`src/rtl/kanagawa_apc_fifo_pkg.sv`:
```
// Shared definitions for the auto-pipeline credit FIFO.
// Holds the counter-width helper and the protocol-error codes.
package kanagawa_apc_fifo_pkg;

  // Width needed to count 0..depth inclusive.
  function automatic int unsigned clog2_plus1(input int unsigned depth);
    return $clog2(depth + 1);
  endfunction

  typedef enum logic [1:0] {
    APC_ERR_NONE,
    APC_ERR_CREDIT,
    APC_ERR_FULL_WRITE
  } apc_err_e;

endpackage

```
`src/rtl/auto_pipeline_credit_fifo_if.sv`:
```
// Consumer-side valid/ready stream of the auto-pipeline credit FIFO.
// master = FIFO side, slave = consumer side.
interface auto_pipeline_credit_fifo_if #(
  parameter int unsigned WIDTH = 32
);
  logic             valid_out;
  logic [WIDTH-1:0] data_out;
  logic             ready_out;

  modport master (output valid_out, output data_out, input ready_out);
  modport slave  (input valid_out, input data_out, output ready_out);
endinterface

```
`src/rtl/auto_pipeline_credit_fifo_storage.sv`:
```
// Payload register array for the credit FIFO.
// Data storage carries no reset; validity is tracked by the occupancy count.
module auto_pipeline_credit_fifo_storage #(
  parameter int unsigned WIDTH = 32,
  parameter int unsigned DEPTH = 16,
  parameter int unsigned PW    = 4
) (
  input  logic             clk,
  input  logic             wr_en,
  input  logic [PW-1:0]    wr_ptr,
  input  logic [WIDTH-1:0] wr_data,
  input  logic [PW-1:0]    rd_ptr,
  output logic [WIDTH-1:0] rd_data
);

  logic [WIDTH-1:0] mem_q [DEPTH];

  // Write the incoming chain payload into the addressed slot.
  always_ff @(posedge clk) begin
    if (wr_en) mem_q[wr_ptr] <= wr_data;
  end

  assign rd_data = mem_q[rd_ptr];

endmodule

```
`src/rtl/auto_pipeline_credit_fifo.sv`:
```
// Auto-pipeline credit FIFO: absorbs the chain's enable/data output and
// presents a first-word-fall-through valid/ready stream. Issue credits count
// stored plus in-flight items so the FIFO cannot overflow for any chain depth.
// Optional statistics ports are enabled with `define KANAGAWA_APC_FIFO_STATS_EN.
module auto_pipeline_credit_fifo
  import kanagawa_apc_fifo_pkg::*;
#(
  parameter int unsigned WIDTH       = 32,
  parameter int unsigned DEPTH       = 16,
  parameter int unsigned MAX_LATENCY = 4
) (
  input  logic                            clk,
  input  logic                            rst_n,
  input  logic                            issue_in,
  output logic                            can_send,
  input  logic                            pipe_enable,
  input  logic [WIDTH-1:0]                pipe_data,
  auto_pipeline_credit_fifo_if.master     out_if,
  output logic [clog2_plus1(DEPTH)-1:0]   occupancy,
  output logic                            overflow
`ifdef KANAGAWA_APC_FIFO_STATS_EN
  ,
  output logic [clog2_plus1(DEPTH)-1:0]   peak_reserved,
  output logic [31:0]                     stall_count
`endif
);

  localparam int unsigned CW = clog2_plus1(DEPTH);
  localparam int unsigned PW = (DEPTH > 1) ? $clog2(DEPTH) : 1;

  if (DEPTH < 1) begin : g_depth_check
    $error("auto_pipeline_credit_fifo: DEPTH must be >= 1");
  end
  if (DEPTH < MAX_LATENCY + 2) begin : g_throughput_check
    $warning("auto_pipeline_credit_fifo: DEPTH < MAX_LATENCY+2 limits throughput");
  end

  function automatic logic [PW-1:0] ptr_inc(input logic [PW-1:0] p);
    return (p == PW'(DEPTH - 1)) ? '0 : p + 1'b1;
  endfunction

  logic [CW-1:0]    reserved_q, reserved_d;
  logic [CW-1:0]    count_q, count_d;
  logic [PW-1:0]    wr_ptr_q, wr_ptr_d;
  logic [PW-1:0]    rd_ptr_q, rd_ptr_d;
  logic             overflow_q, overflow_d;
  logic             take, pop, full, wr_en;
  logic [WIDTH-1:0] rd_data;

  assign can_send = (reserved_q < CW'(DEPTH));
  assign full     = (count_q == CW'(DEPTH));

  // Credit, occupancy, pointer and error-flag next-state logic.
  always_comb begin
    take       = issue_in & can_send;
    pop        = (count_q != '0) & out_if.ready_out;
    wr_en      = pipe_enable & (~full | pop);
    reserved_d = reserved_q;
    // Clamp at zero: a pop with no credit outstanding only occurs when the
    // producer failed to flush the chain across reset.
    if (take && !pop)                          reserved_d = reserved_q + 1'b1;
    else if (!take && pop && reserved_q != '0) reserved_d = reserved_q - 1'b1;
    count_d = count_q;
    if (wr_en && !pop)      count_d = count_q + 1'b1;
    else if (!wr_en && pop) count_d = count_q - 1'b1;
    wr_ptr_d   = wr_en ? ptr_inc(wr_ptr_q) : wr_ptr_q;
    rd_ptr_d   = pop   ? ptr_inc(rd_ptr_q) : rd_ptr_q;
    overflow_d = overflow_q | (issue_in & ~can_send) | (pipe_enable & ~wr_en);
  end

  // Control state registers.
  always_ff @(posedge clk or negedge rst_n) begin
    if (!rst_n) begin
      reserved_q <= '0;
      count_q    <= '0;
      wr_ptr_q   <= '0;
      rd_ptr_q   <= '0;
      overflow_q <= 1'b0;
    end else begin
      reserved_q <= reserved_d;
      count_q    <= count_d;
      wr_ptr_q   <= wr_ptr_d;
      rd_ptr_q   <= rd_ptr_d;
      overflow_q <= overflow_d;
    end
  end

  auto_pipeline_credit_fifo_storage #(
    .WIDTH (WIDTH),
    .DEPTH (DEPTH),
    .PW    (PW)
  ) u_storage (
    .clk     (clk),
    .wr_en   (wr_en),
    .wr_ptr  (wr_ptr_q),
    .wr_data (pipe_data),
    .rd_ptr  (rd_ptr_q),
    .rd_data (rd_data)
  );

  assign out_if.valid_out = (count_q != '0);
  assign out_if.data_out  = (count_q != '0) ? rd_data : '0;
  assign occupancy        = count_q;
  assign overflow         = overflow_q;

`ifdef KANAGAWA_APC_FIFO_STATS_EN
  logic [CW-1:0] peak_reserved_q, peak_reserved_d;
  logic [31:0]   stall_count_q, stall_count_d;

  // Running credit high-water mark and saturating stall-cycle counter.
  always_comb begin
    peak_reserved_d = (reserved_q > peak_reserved_q) ? reserved_q : peak_reserved_q;
    stall_count_d   = stall_count_q;
    if (!can_send && stall_count_q != '1) stall_count_d = stall_count_q + 1'b1;
  end

  // Statistics registers.
  always_ff @(posedge clk or negedge rst_n) begin
    if (!rst_n) begin
      peak_reserved_q <= '0;
      stall_count_q   <= '0;
    end else begin
      peak_reserved_q <= peak_reserved_d;
      stall_count_q   <= stall_count_d;
    end
  end

  assign peak_reserved = peak_reserved_q;
  assign stall_count   = stall_count_q;
`endif

endmodule
```
`src/flat_wrapper.sv`:
```
// flat-port wrapper written by rule: the top's interface ports become plain ports
module auto_pipeline_credit_fifo_flat import kanagawa_apc_fifo_pkg::*;
#(
  parameter int unsigned WIDTH       = 32,
  parameter int unsigned DEPTH       = 16,
  parameter int unsigned MAX_LATENCY = 4
)
  (clk, rst_n, issue_in, can_send, pipe_enable, pipe_data, occupancy, overflow, out_if_valid_out, out_if_data_out, out_if_ready_out);
  auto_pipeline_credit_fifo_if #(.WIDTH(WIDTH)) out_if_i ();
  input  logic clk;
  input  logic rst_n;
  input  logic issue_in;
  output logic can_send;
  input  logic pipe_enable;
  input  logic [WIDTH-1:0] pipe_data;
  output logic [clog2_plus1(DEPTH)-1:0] occupancy;
  output logic overflow;
  output wire logic [$bits(out_if_i.valid_out)-1:0] out_if_valid_out;
  output wire logic [$bits(out_if_i.data_out)-1:0] out_if_data_out;
  input wire logic [$bits(out_if_i.ready_out)-1:0] out_if_ready_out;
  assign out_if_valid_out = out_if_i.valid_out;
  assign out_if_data_out = out_if_i.data_out;
  assign out_if_i.ready_out = out_if_ready_out;
  auto_pipeline_credit_fifo #(.WIDTH(WIDTH), .DEPTH(DEPTH), .MAX_LATENCY(MAX_LATENCY)) u_core (.clk(clk), .rst_n(rst_n), .issue_in(issue_in), .can_send(can_send), .pipe_enable(pipe_enable), .pipe_data(pipe_data), .out_if(out_if_i), .occupancy(occupancy), .overflow(overflow));
endmodule
```
`config.mk`:
```
export PLATFORM = sky130hd
export DESIGN_NAME = auto_pipeline_credit_fifo_flat
export DESIGN_NICKNAME = d
export VERILOG_FILES = /design/src/rtl/kanagawa_apc_fifo_pkg.sv /design/src/rtl/auto_pipeline_credit_fifo_if.sv /design/src/rtl/auto_pipeline_credit_fifo_storage.sv /design/src/rtl/auto_pipeline_credit_fifo.sv /design/src/flat_wrapper.sv
export SDC_FILE = /design/constraint.sdc
export NUM_CORES = 1
export LEC_CHECK = 0
export CORE_MARGIN = 2
export CORE_UTILIZATION = 40
export DETAILED_ROUTE_END_ITERATION = 12
export PLACE_DENSITY = 0.6
export SLEW_MARGIN = 10
export SYNTH_ARGS = -nofsm -noshare
export SYNTH_HDL_FRONTEND = slang
export SYNTH_HIERARCHICAL = 1
export SYNTH_SLANG_ARGS = --single-unit
```
`constraint.sdc`:
```
create_clock -name clk -period 10.6 [get_ports clk]
set_input_delay 1.06 -clock clk [delete_from_list [all_inputs] [get_ports clk]]
set_output_delay 1.06 -clock clk [all_outputs]
set_load 0.02 [all_outputs]
```
# == Yosys cells after proc, flatten, opt, wreduce, memory -nomap -nowiden ==
# Memories as Yosys holds them, arrays and structs flattened.
# Index checks and enable logic that the tools add are counted.
# totals
memories,1
out_inout_bits,40
elab_cells,48
regBits,19
input_bits,37
ramBits,512
# op_classes
magnitude_cmp,1
n_reduce_logical,12
muxes,9
add_sub_neg,6
n_bitwise,11
n_eq_ne,3
# mem_list
memory,words,width,read_ports,rd_clocked_by_memory_dff,write_ports,line,source
u_core.u_storage.mem_q,16,32,1,0,1,auto_pipeline_credit_fifo_storage.sv:16,logic [WIDTH-1:0] mem_q [DEPTH];
# op_table
cell,n
$mux 32,1
$mux 5,4
$add 5x1->5 const B,2
$reduce_bool 5->1,2
$sub 5x1->5 const B,2
$add 4x1->4 const B,2
$eq 4x4->1 const B,2
$mux 4,2
$and 1x1->1,5
$eq 5x5->1 const B,1
$logic_and 1x1->1,5
$lt 5x5->1 const B,1
$reduce_bool 2->1,2
$logic_not 1->1,3
$not 1->1,3
$or 1x1->1,3
$mux 1,2

# == Depth between registers and ports, before layout ==
# Gate-level depths: netlist of run 1.
# logic_depth
ltp_word,8
depth_mapped,10
depth_no_buf,9

# == By module ==
# The synthesis of run 1 kept the hierarchy.
# modules_own_cells
mod,area_each_um2,instances,seq_area_each_um2,cells_each
auto_pipeline_credit_fifo_storage,19213.4,1,15374.7,806
auto_pipeline_credit_fifo,1320.0,1,475.5,134

# == Least setup slack after synthesis of run 1 ==
# No wires, ideal clock.
# synth_timing
path_type,input port to flip-flop
startpoint,input out_if_ready_out
endpoint,memory u_core.u_storage.mem_q[0][0] (enable)
n_path_buf,0
arrival_time_ns,3.990
slack_ns,6.149
t_required_ns,10.139
cell_stages,3
cell_sequence,o31a_2 -> or3b_2 -> nor3_1
# synth_between
elab_chain_cells,5
# synth_rtl
item,line,source
"start, declared",flat_wrapper.sv:20,input wire logic [$bits(out_if_i.ready_out)-1:0] out_if_ready_out;
$and 1x1->1,auto_pipeline_credit_fifo.sv:56,pop = (count_q != '0) & out_if.ready_out;
$or 1x1->1,auto_pipeline_credit_fifo.sv:57,wr_en = pipe_enable & (~full | pop);
$and 1x1->1,auto_pipeline_credit_fifo.sv:57,
$mux 1,auto_pipeline_credit_fifo_storage.sv:20,if (wr_en) mem_q[wr_ptr] <= wr_data;
$mux 1 (implied by the code),auto_pipeline_credit_fifo_storage.sv:20,
"end, declared",auto_pipeline_credit_fifo_storage.sv:16,
# Every way passes these cells.

# == Worst setup path in the final report of run 1 ==
# layout_timing
startpoint,register u_core.rd_ptr_q[1]
endpoint,output out_if_data_out[18]
# layout_between
elab_chain_cells,2
# layout_rtl
item,line,source
"start, declared",auto_pipeline_credit_fifo.sv:45,"logic [PW-1:0] rd_ptr_q, rd_ptr_d;"
"start signal, assigned",auto_pipeline_credit_fifo.sv:83,rd_ptr_q <= rd_ptr_d;
$mem_v2 16x32,--,
named net u_core.rd_data[18],auto_pipeline_credit_fifo.sv:48,logic [WIDTH-1:0] rd_data;
$mux 32,auto_pipeline_credit_fifo.sv:102,assign out_if.data_out = (count_q != '0) ? rd_data : '0;
"end, declared",flat_wrapper.sv:19,output wire logic [$bits(out_if_i.data_out)-1:0] out_if_data_out;
# The timed path passes the listed nets, and every way through them passes these cells.

==> results of run 1 <==
==> power by group <==
part           internal [mW]  switching [mW]  leakage (nW)
registers               2.54           0.184          4.85
logic                  0.995            1.07          1.88
clock network          0.932           0.737         0.739
total                   4.47            1.99          7.46
==> layout by cell type, fill, tap and decap left out, types with 9 or more instances in the layout <==
cell,Yosys,layout
clkbuf_16,0,54
nand2_1,38,38
edfxtp_1,512,512
buf_4,11,22
nor2_4,0,13
dfrtp_1,19,17
clkinv_1,0,14
mux4_2,128,128
a22oi_1,64,64
ha_1,9,9
and2_1,33,32
clkbuf_1,21,17
clkdlybuf4s50_1,0,76
==> final timing paths <==
path,startpoint,endpoint,slack [ns]
setup / recovery,u_core/rd_ptr_q[1],out_if_data_out[18],5.47
hold reg to reg,u_core/overflow,u_core/overflow,0.50
hold / removal,u_core/overflow,u_core/overflow,0.50
setup reg to reg,u_core/occupancy[0],u_core/u_storage/mem_q[3][2],7.50
max in group asynchronous,rst_n,u_core/rd_ptr_q[1],8.92
min in group asynchronous,rst_n,u_core/occupancy[0],1.01
==> cell type report <==
| type | count | area, um2 |
|---|---|---|
| Sequential cell | 531 | 15900 |
| Multi-Input combinational cell | 355 | 4550 |
| Clock buffer | 71 | 1420 |
| Clock inverter | 23 | 121 |
| Fill cell | 4208 | 27200 |
| Tap cell | 680 | 851 |
| Inverter | 6 | 22.5 |
| Timing Repair Buffer | 99 | 946 |
==> routing by layer <==
layer,vias to the layer above,wire length (um)
met5,-,48
met4,8,705
met3,64,2170
met2,196,22200
met1,5135,18500
li1,4158,-
==> cells by family after synthesis <==
family | Yosys count | share of synthesized area (%)
adders and majority gates | 11 | 0.743
AOI/OAI and AO/OA | 94 | 3.39
and+or+nand+nor | 106 | 2.57
xor gates and xnor gates | 9 | 0.384
DFF | 531 | 77.2
muxes | 135 | 14.4
buffers and inverters | 54 | 1.29
==> registers in the layout, indices dropped and copies added (netlist names) <==
register	count
u_core/overflow	1
u_core/wr_ptr_q	4
u_core/reserved_q	5
u_core/rd_ptr_q	4
u_core/occupancy	5
u_core/u_storage/mem_q	512
==> worst register-to-register path, stage by stage, from the launching register on <==
cell	delay [ns]
dfrtp_1	0.45
or4_1	0.28
o31a_2	0.30
or3b_2	0.59
nor2_4	0.60
buf_4	0.52
==> per-stage QoR <==
step	utilization [%]	std cells	hold slack [ns]	total power [mW]
after floorplan	-	940	0.475	4.11
after global placement	43.6	1671	0.472	4.87
after detailed placement	43.6	1671	0.481	4.89
after CTS	46.6	1765	0.503	6.57
after global routing	46.6	1765	0.534	6.79
final	46.6	1765	0.502	6.47
==> flow_metrics.env, run 1 <==
export IMPL_status="completed"
export IMPL_worstHoldPathCells=2
export IMPL_num_rows=83
export IMPL_gr_total_overflow=0
export IMPL_synth_async_reset_ratio_pct=3.58
export IMPL_ant_nets=0
export IMPL_synthesis_area_um2=20500
export IMPL_critical_path_cell_chain="buf_4 -> mux4_2 -> a22oi_1 -> nand2_1 -> and2_1 -> clkdlybuf4s50_1"
export IMPL_peakVddDrop_uv=154
export IMPL_pin_count=77
export IMPL_firstDrtPassIters=5
export IMPL_rsz0062_at_grt="false"
export IMPL_yosys_warnings=6
export IMPL_fp_dieH_um=231
export IMPL_syn_area_per_cell_um2=21.8
export IMPL_pre_cts_ws_ns=5.98
export IMPL_yosysTopAreaCellShare_pct=74.9
export IMPL_holdCritPathClass="flop to flop"
export IMPL_htreeDepth=2
export IMPL_viasPerCell=5.42
export IMPL_clockBufferDepth=3
export IMPL_path_depth=6
export IMPL_synth_most_common_cell="edfxtp_1"
export IMPL_root_buffer="clkbuf_16"
export IMPL_synth_ff_type="edfxtp_1"
export IMPL_drt_initial_drc_count=711
export IMPL_use_met1_pct=22.0
export IMPL_syn_to_final_growth_pct=15.8
export IMPL_busiest_layer="met2"
export IMPL_cp_slowest_stage_delay_ns=1.07
export IMPL_grt_use_met2_pct=28.7
export IMPL_crit_arrival_ns=4.07
export IMPL_grt_use_met3_pct=3.35
export IMPL_crit_required_ns=9.54
export IMPL_dpl_cell_area_um2=22200
export IMPL_hpwl_um=21900
export IMPL_cts_resized=0
export IMPL_final_area_um2=23800
export IMPL_finalSetupTns_ns=0
export IMPL_path_delay_family="buffers and inverters"
export IMPL_cts_sinks=531
export IMPL_holdBufCountCts=0
export IMPL_routed_wl_um=43600
export IMPL_crit_path_end_kind="output port"
export IMPL_synth_area_top_cells="edfxtp_1 (75%), mux4_2 (14%), a22oi_1 (2.3%), dfrtp_1 (2.3%), and2_1 (1.0%)"
export IMPL_numCtsBuffers=52
export IMPL_synth_edf_count=512
export IMPL_clk_pin_slew_worst_paths_ns=0.06
export IMPL_timing_fmax_mhz=195
export IMPL_synthDistinctLibCells=41
export IMPL_critPathLaunchType="flop"
export IMPL_slew_headroom_pct=28.4
export IMPL_core_area_um2=51000
export IMPL_worst_clock_skew_ns=0.0187
export IMPL_post_route_min_period_ns=5.13
export IMPL_clk_latency_ns=0.57
export IMPL_tightestPinTransition_ns=1.07
export IMPL_yosysTopAreaCell="edfxtp_1"
export IMPL_drc=0
export IMPL_power_density_nw_per_um2=272
export IMPL_slowest_stage="dfrtp_4"
export IMPL_antenna_found_initial=4
export IMPL_initial_core_util_pct=40.3
export IMPL_grt_pass1_wl_um=64600
export IMPL_finalHoldViolations=0
export IMPL_path_buf_inv=2
export IMPL_worst_slack_ns=5.47
export IMPL_drive_above_1_share_pct=22.7
export IMPL_max_cap_violations=0
export IMPL_period_share_pct=48.4
export IMPL_syn_instance_count=940
export IMPL_dieArea_um2=53200
export IMPL_slew_viol_final=0
export IMPL_grt_pass1_vias=10100
export IMPL_critical_path_class="flop to output port"
export IMPL_ys_top_cells_by_count="edfxtp_1 (512), mux4_2 (128), a22oi_1 (64)"
export IMPL_ys_seq_area_share_pct=77.2
export IMPL_gp_congestion=0.694
export IMPL_layout_nets=1093
export IMPL_syn_nets=988
export IMPL_cts_tree="yes"
export IMPL_io_buffer_count=76
export IMPL_worstPathMaxFanout=68
export IMPL_vias=9561
export IMPL_rr_worst_depth=5
export IMPL_yosys_register_bits=531
export IMPL_finalSetupViolCount=0
export IMPL_grt_max_degree=97
export IMPL_detail_route_wl_per_cell_um=24.7
export IMPL_n_antenna_cell=0
export IMPL_grt_usage_pct=16.6
export IMPL_leakagePower_nw=7.46
export IMPL_die_w_um=231
export IMPL_postCtsSetupBuffers=0
Power figures use the tool's default switching activity.
==> run 2: changes to the inputs <==
PLACE_DENSITY = 0.62   (was 0.6)
clock period = 4.2 ns   (was 10.6 ns; I/O delays follow)
==> run 2 against run 1 <==
Critical path depth is the same; die area did not move; combinational power rose to 2.7 times the previous value; register-to-register slack lost 6.3 ns; first-iteration DRC count up 14%; sequential share of layout area decreased by 0.71 points; largest cell class unchanged; routed wire length rose by 1.6%; core utilization up 0.50 points.
==> flow_metrics.env, run 2 (same netlist as run 1, synthesis figures left out) <==
export IMPL_status="completed"
export IMPL_routed_wl_um=44400
export IMPL_gp_congestion=0.703
export IMPL_initial_core_util_pct=40.3
export IMPL_dpl_cell_area_um2=22500
export IMPL_finalSetupViolCount=0
export IMPL_grt_max_degree=49
export IMPL_grt_pass1_wl_um=66400
export IMPL_num_rows=83
export IMPL_grt_usage_pct=17.0
export IMPL_tightestPinTransition_ns=0.920
export IMPL_mostFrequentLayoutCell="edfxtp_1"
export IMPL_n_antenna_cell=0
export IMPL_ant_nets=0
export IMPL_holdCritPathClass="input pin to asynchronous set/reset pin"
export IMPL_crit_arrival_ns=3.34
export IMPL_power_density_nw_per_um2=692
export IMPL_clk_latency_ns=0.57
export IMPL_final_area_um2=24000
export IMPL_clk_pin_slew_worst_paths_ns=0.06
export IMPL_vias=9764
export IMPL_root_buffer="clkbuf_16"
export IMPL_drt_initial_drc_count=808
export IMPL_slew_headroom_pct=38.5
export IMPL_numCtsBuffers=53
export IMPL_cts_resized=0
export IMPL_crit_required_ns=3.78
export IMPL_worst_clock_skew_ns=0.0120
export IMPL_pin_count=77
export IMPL_detail_route_wl_per_cell_um=24.9
export IMPL_htreeDepth=2
export IMPL_finalHoldViolations=0
export IMPL_cts_sinks=531
export IMPL_largest_reg_flops=512
export IMPL_peakVddDrop_uv=394
export IMPL_rsz0062_at_grt="false"
export IMPL_fp_dieH_um=231
export IMPL_syn_to_final_growth_pct=17.0
export IMPL_layout_common_cells="edfxtp_1 (512), mux4_2 (128), clkdlybuf4s50_1 (76), a22oi_1 (64), clkbuf_16 (53)"
export IMPL_finalSetupTns_ns=0
export IMPL_io_buffer_count=76
export IMPL_cts_tree="yes"
export IMPL_antenna_found_initial=1
export IMPL_rr_worst_depth=9
export IMPL_worstPathMaxFanout=31
export IMPL_die_w_um=231
export IMPL_core_area_um2=51000
export IMPL_grt_pass1_vias=10100
export IMPL_firstDrtPassIters=4
export IMPL_crit_path_end_kind="output port"
export IMPL_critPathLaunchType="flop"
export IMPL_drive_above_1_share_pct=24.2
export IMPL_postCtsSetupBuffers=0
export IMPL_layout_nets=1112
export IMPL_period_share_pct=89.6
export IMPL_leakagePower_nw=7.61
export IMPL_slew_viol_final=0
export IMPL_regMostFlops="u_core/u_storage/mem_q"
export IMPL_max_cap_violations=0
export IMPL_hpwl_um=24200
export IMPL_clockBufferDepth=3
export IMPL_holdBufCountCts=0
export IMPL_dieArea_um2=53200
export IMPL_viasPerCell=5.48
export IMPL_drc=0
export IMPL_post_route_min_period_ns=3.76
export IMPL_timing_fmax_mhz=266
export IMPL_critical_path_class="flop to output port"
export IMPL_gr_total_overflow=0
==> run 2: power by group <==
part | leakage, nW | total (mW) | internal [mW] | switching [mW]
clock network | 0.761 | 4.29 | 2.42 | 1.87
logic | 2.00 | 5.51 | 2.65 | 2.86
registers | 4.85 | 6.83 | 6.42 | 0.406
total | 7.61 | 16.6 | 11.5 | 5.14
==> run 2: final timing paths <==
check	start	to	slack, ns
max reg2reg	u_core/occupancy[3]	u_core/occupancy[4]	1.21
min reg2reg	u_core/overflow	u_core/overflow	0.51
max in group asynchronous	rst_n	u_core/rd_ptr_q[0]	3.22
max	u_core/rd_ptr_q[0]	out_if_data_out[8]	0.44
min in group clk	pipe_enable	u_core/overflow	0.45
min	rst_n	u_core/occupancy[0]	0.34
==> run 2: layer usage <==
layer  share of wire [%]  wire (um)  GRT usage [%]
met1                  44      19500           23.4
met4                 1.5        655           3.85
met3                 4.4       1950           2.95
met5               0.023         10              0
met2                  50      22200           28.6
==> run 2: worst max-delay path, cell delays in order (launching register included) <==
cell	delay (ns)
dfrtp_4	0.84
buf_12	0.33
mux4_2	0.53
a22oi_1	0.22
nand2_1	0.08
and2_1	0.15
clkdlybuf4s50_1	0.54
==> run 2: area by class of cell <==
class	instances	area (um2)
clock buffers	64	1370
clock inverters	29	184
fillers	4143	27000
inverters	6	22.5
multi-input cells	355	4560
flip-flops and latches	531	15900
well taps	680	851
repair buffers	117	1180
==> run 2: through the flow <==
stage | power [mW] | worst slack, ns | cells | utilization [%] | hold WS (ns)
after CTS | 16.9 | 0.328 | 1782 | 47.1 | 0.365
after global placement | 12.5 | 0.967 | 1689 | 44.1 | 0.483
after global routing | 17.4 | 0.189 | 1782 | 47.1 | 0.428
after floorplan | 10.4 | 0.339 | 940 | - | 0.124
final | 16.6 | 0.436 | 1782 | 47.1 | 0.338
after detailed placement | 12.6 | 0.951 | 1689 | 44.1 | 0.497
==> run 3: changes to the inputs <==
RECOVER_POWER = 25   (was unset)
SKIP_CTS_REPAIR_TIMING = 1   (was unset)
==> run 3 against run 2 <==
Routed wire length is essentially flat; setup slack gained 0.00076 ns; critical endpoint unchanged; via count shrank 0.10%; maximum frequency is essentially flat; first-iteration DRC count shrank 0.87%; global-route usage is the same; sequential share of layout area is the same; die area is the same.
==> flow_metrics.env, run 3 (same netlist as run 1, synthesis figures left out) <==
export IMPL_rsz0062_at_grt="false"
export IMPL_num_rows=83
export IMPL_root_buffer="clkbuf_16"
export IMPL_worst_clock_skew_ns=0.0116
export IMPL_critPathLaunchType="flop"
export IMPL_ant_nets=0
export IMPL_slew_headroom_pct=38.2
export IMPL_grt_pass1_wl_um=66400
export IMPL_core_area_um2=51000
export IMPL_cp_slowest_stage_delay_ns=0.83
export IMPL_gp_congestion=0.703
export IMPL_holdCritPathClass="input pin to asynchronous set/reset pin"
export IMPL_htreeDepth=2
export IMPL_fp_dieH_um=231
export IMPL_detail_route_wl_per_cell_um=24.9
export IMPL_grt_pass1_vias=10100
export IMPL_path_delay_family="buffers and inverters"
export IMPL_cts_tree="yes"
export IMPL_max_cap_violations=0
export IMPL_finalSetupTns_ns=0
export IMPL_pin_count=77
export IMPL_tightestPinTransition_ns=0.925
export IMPL_critical_path_class="flop to output port"
export IMPL_io_buffer_count=76
export IMPL_gr_total_overflow=0
export IMPL_layout_nets=1112
export IMPL_mostFrequentLayoutCell="edfxtp_1"
export IMPL_regMostFlops="u_core/u_storage/mem_q"
export IMPL_worstPathMaxFanout=31
export IMPL_crit_path_end_kind="output port"
export IMPL_peakVddDrop_uv=394
export IMPL_drt_initial_drc_count=801
export IMPL_final_area_um2=24000
export IMPL_drc=0
export IMPL_crit_arrival_ns=3.34
export IMPL_clockBufferDepth=3
export IMPL_post_route_min_period_ns=3.76
export IMPL_status="completed"
export IMPL_die_w_um=231
export IMPL_num_fill_cells=4143
export IMPL_syn_to_final_growth_pct=17.0
export IMPL_clk_pin_slew_worst_paths_ns=0.06
export IMPL_grt_max_degree=49
export IMPL_numCtsBuffers=53
export IMPL_holdWs_ns=0.338
export IMPL_grt_usage_pct=17.0
export IMPL_cts_sinks=531
export IMPL_slowest_stage="dfrtp_4"
export IMPL_leakagePower_nw=7.61
export IMPL_netSwitchingPower_mw=5.14
export IMPL_combPwrFrac_pct=33.1
export IMPL_final_util_pct=47.1
export IMPL_fin_total_pwr_mw=16.6
export IMPL_crit_required_ns=3.78
export IMPL_dieArea_um2=53200
export IMPL_clk_latency_ns=0.58
export IMPL_n_antenna_cell=0
export IMPL_power_density_nw_per_um2=692
export IMPL_routed_wl_um=44300
export IMPL_antenna_found_initial=1
export IMPL_largest_reg_flops=512
export IMPL_clkPwrFrac_pct=25.8
export IMPL_path_buf_inv=2
export IMPL_p_int_mw=11.5
export IMPL_hpwl_um=24200
export IMPL_layout_common_cells="edfxtp_1 (512), mux4_2 (128), a22oi_1 (64), clkdlybuf4s50_1 (58), clkbuf_16 (53)"
export IMPL_critical_path_cell_chain="buf_12 -> mux4_2 -> a22oi_1 -> nand2_1 -> and2_1 -> clkdlybuf4s50_1"
export IMPL_slew_viol_final=0
export IMPL_finalSetupViolCount=0
export IMPL_finalHoldViolations=0
export IMPL_drive_above_1_share_pct=24.2
export IMPL_vias=9754
export IMPL_firstDrtPassIters=4
export IMPL_dpl_cell_area_um2=22500
export IMPL_timing_fmax_mhz=266
export IMPL_seqPwrFrac_pct=41.1
export IMPL_period_share_pct=89.6
export IMPL_netSwitchingFraction_pct=30.9
export IMPL_initial_core_util_pct=40.3
export IMPL_viasPerCell=5.47
[run 3: cell count changes in the layout (fill, tap and decap cells not counted)]
cell             change
clkdlybuf4s50_1     -18
dlygate4sd3_1       +18
[run 3: final timing paths]
| check | from | slack (ns) | cells past startpoint | to |
|---|---|---|---|---|
| worst max-delay path | u_core/rd_ptr_q[0] | 0.44 | 6 | out_if_data_out[8] |
| worst min-delay path | rst_n | 0.34 | 1 | u_core/occupancy[0] |
| worst max register to register | u_core/occupancy[3] | 1.21 | 9 | u_core/occupancy[4] |
| worst min register to register | u_core/overflow | 0.51 | 2 | u_core/overflow |
| max in group asynchronous | rst_n | 3.22 | 1 | u_core/rd_ptr_q[0] |
| min in group clk | pipe_enable | 0.45 | 3 | u_core/overflow |
[run 3: final cells by class]
cell class                 count  area, um2  share of cell area [%]
tap                          680        851                    3.54
clock inverter                29        184                   0.766
sequential                   531      15900                    66.0
timing repair buffer         117       1180                    4.92
multi-input combinational    355       4560                    19.0
clock buffer                  64       1370                    5.69
inverter                       6       22.5                  0.0937
[run 3: power by group through the flow]
| stage | registers (mW) | clock network (mW) | logic [mW] |
|---|---|---|---|
| finish | 6.83 | 4.29 | 5.51 |
| global route | 6.90 | 4.59 | 5.94 |
| CTS | 6.85 | 4.39 | 5.63 |
| detailed placement | 6.95 | 0 | 5.61 |
| global placement | 6.93 | 0 | 5.59 |
| floorplan | 6.74 | 0 | 3.63 |
[run 3: stage by stage]
step / instances / worst slack, ns
global route: 1782 / 0.189
global placement: 1689 / 0.967
detailed placement: 1689 / 0.951
CTS: 1782 / 0.328
finish: 1782 / 0.437
floorplan: 940 / 0.339
[run 3: routing by layer]
metal / track usage [%] / vias to the layer above / wire length [um]
met4: 3.85 / 2 / 655
li1: - / 4187 / -
met1: 23.4 / 5293 / 19400
met5: 0 / - / 13
met2: 28.6 / 225 / 22200
met3: 2.95 / 47 / 2050
[run 3: worst register-to-register path, stage by stage (launching register included)]
cell and delay, ns:
dfrtp_1 0.41, or4_1 0.66, o21ai_4 0.34, ha_1 0.23, inv_1 0.11, fa_1 0.42, a21o_1 0.19, a21oi_1 0.17
mux2i_1 0.23, xnor2_1 0.14
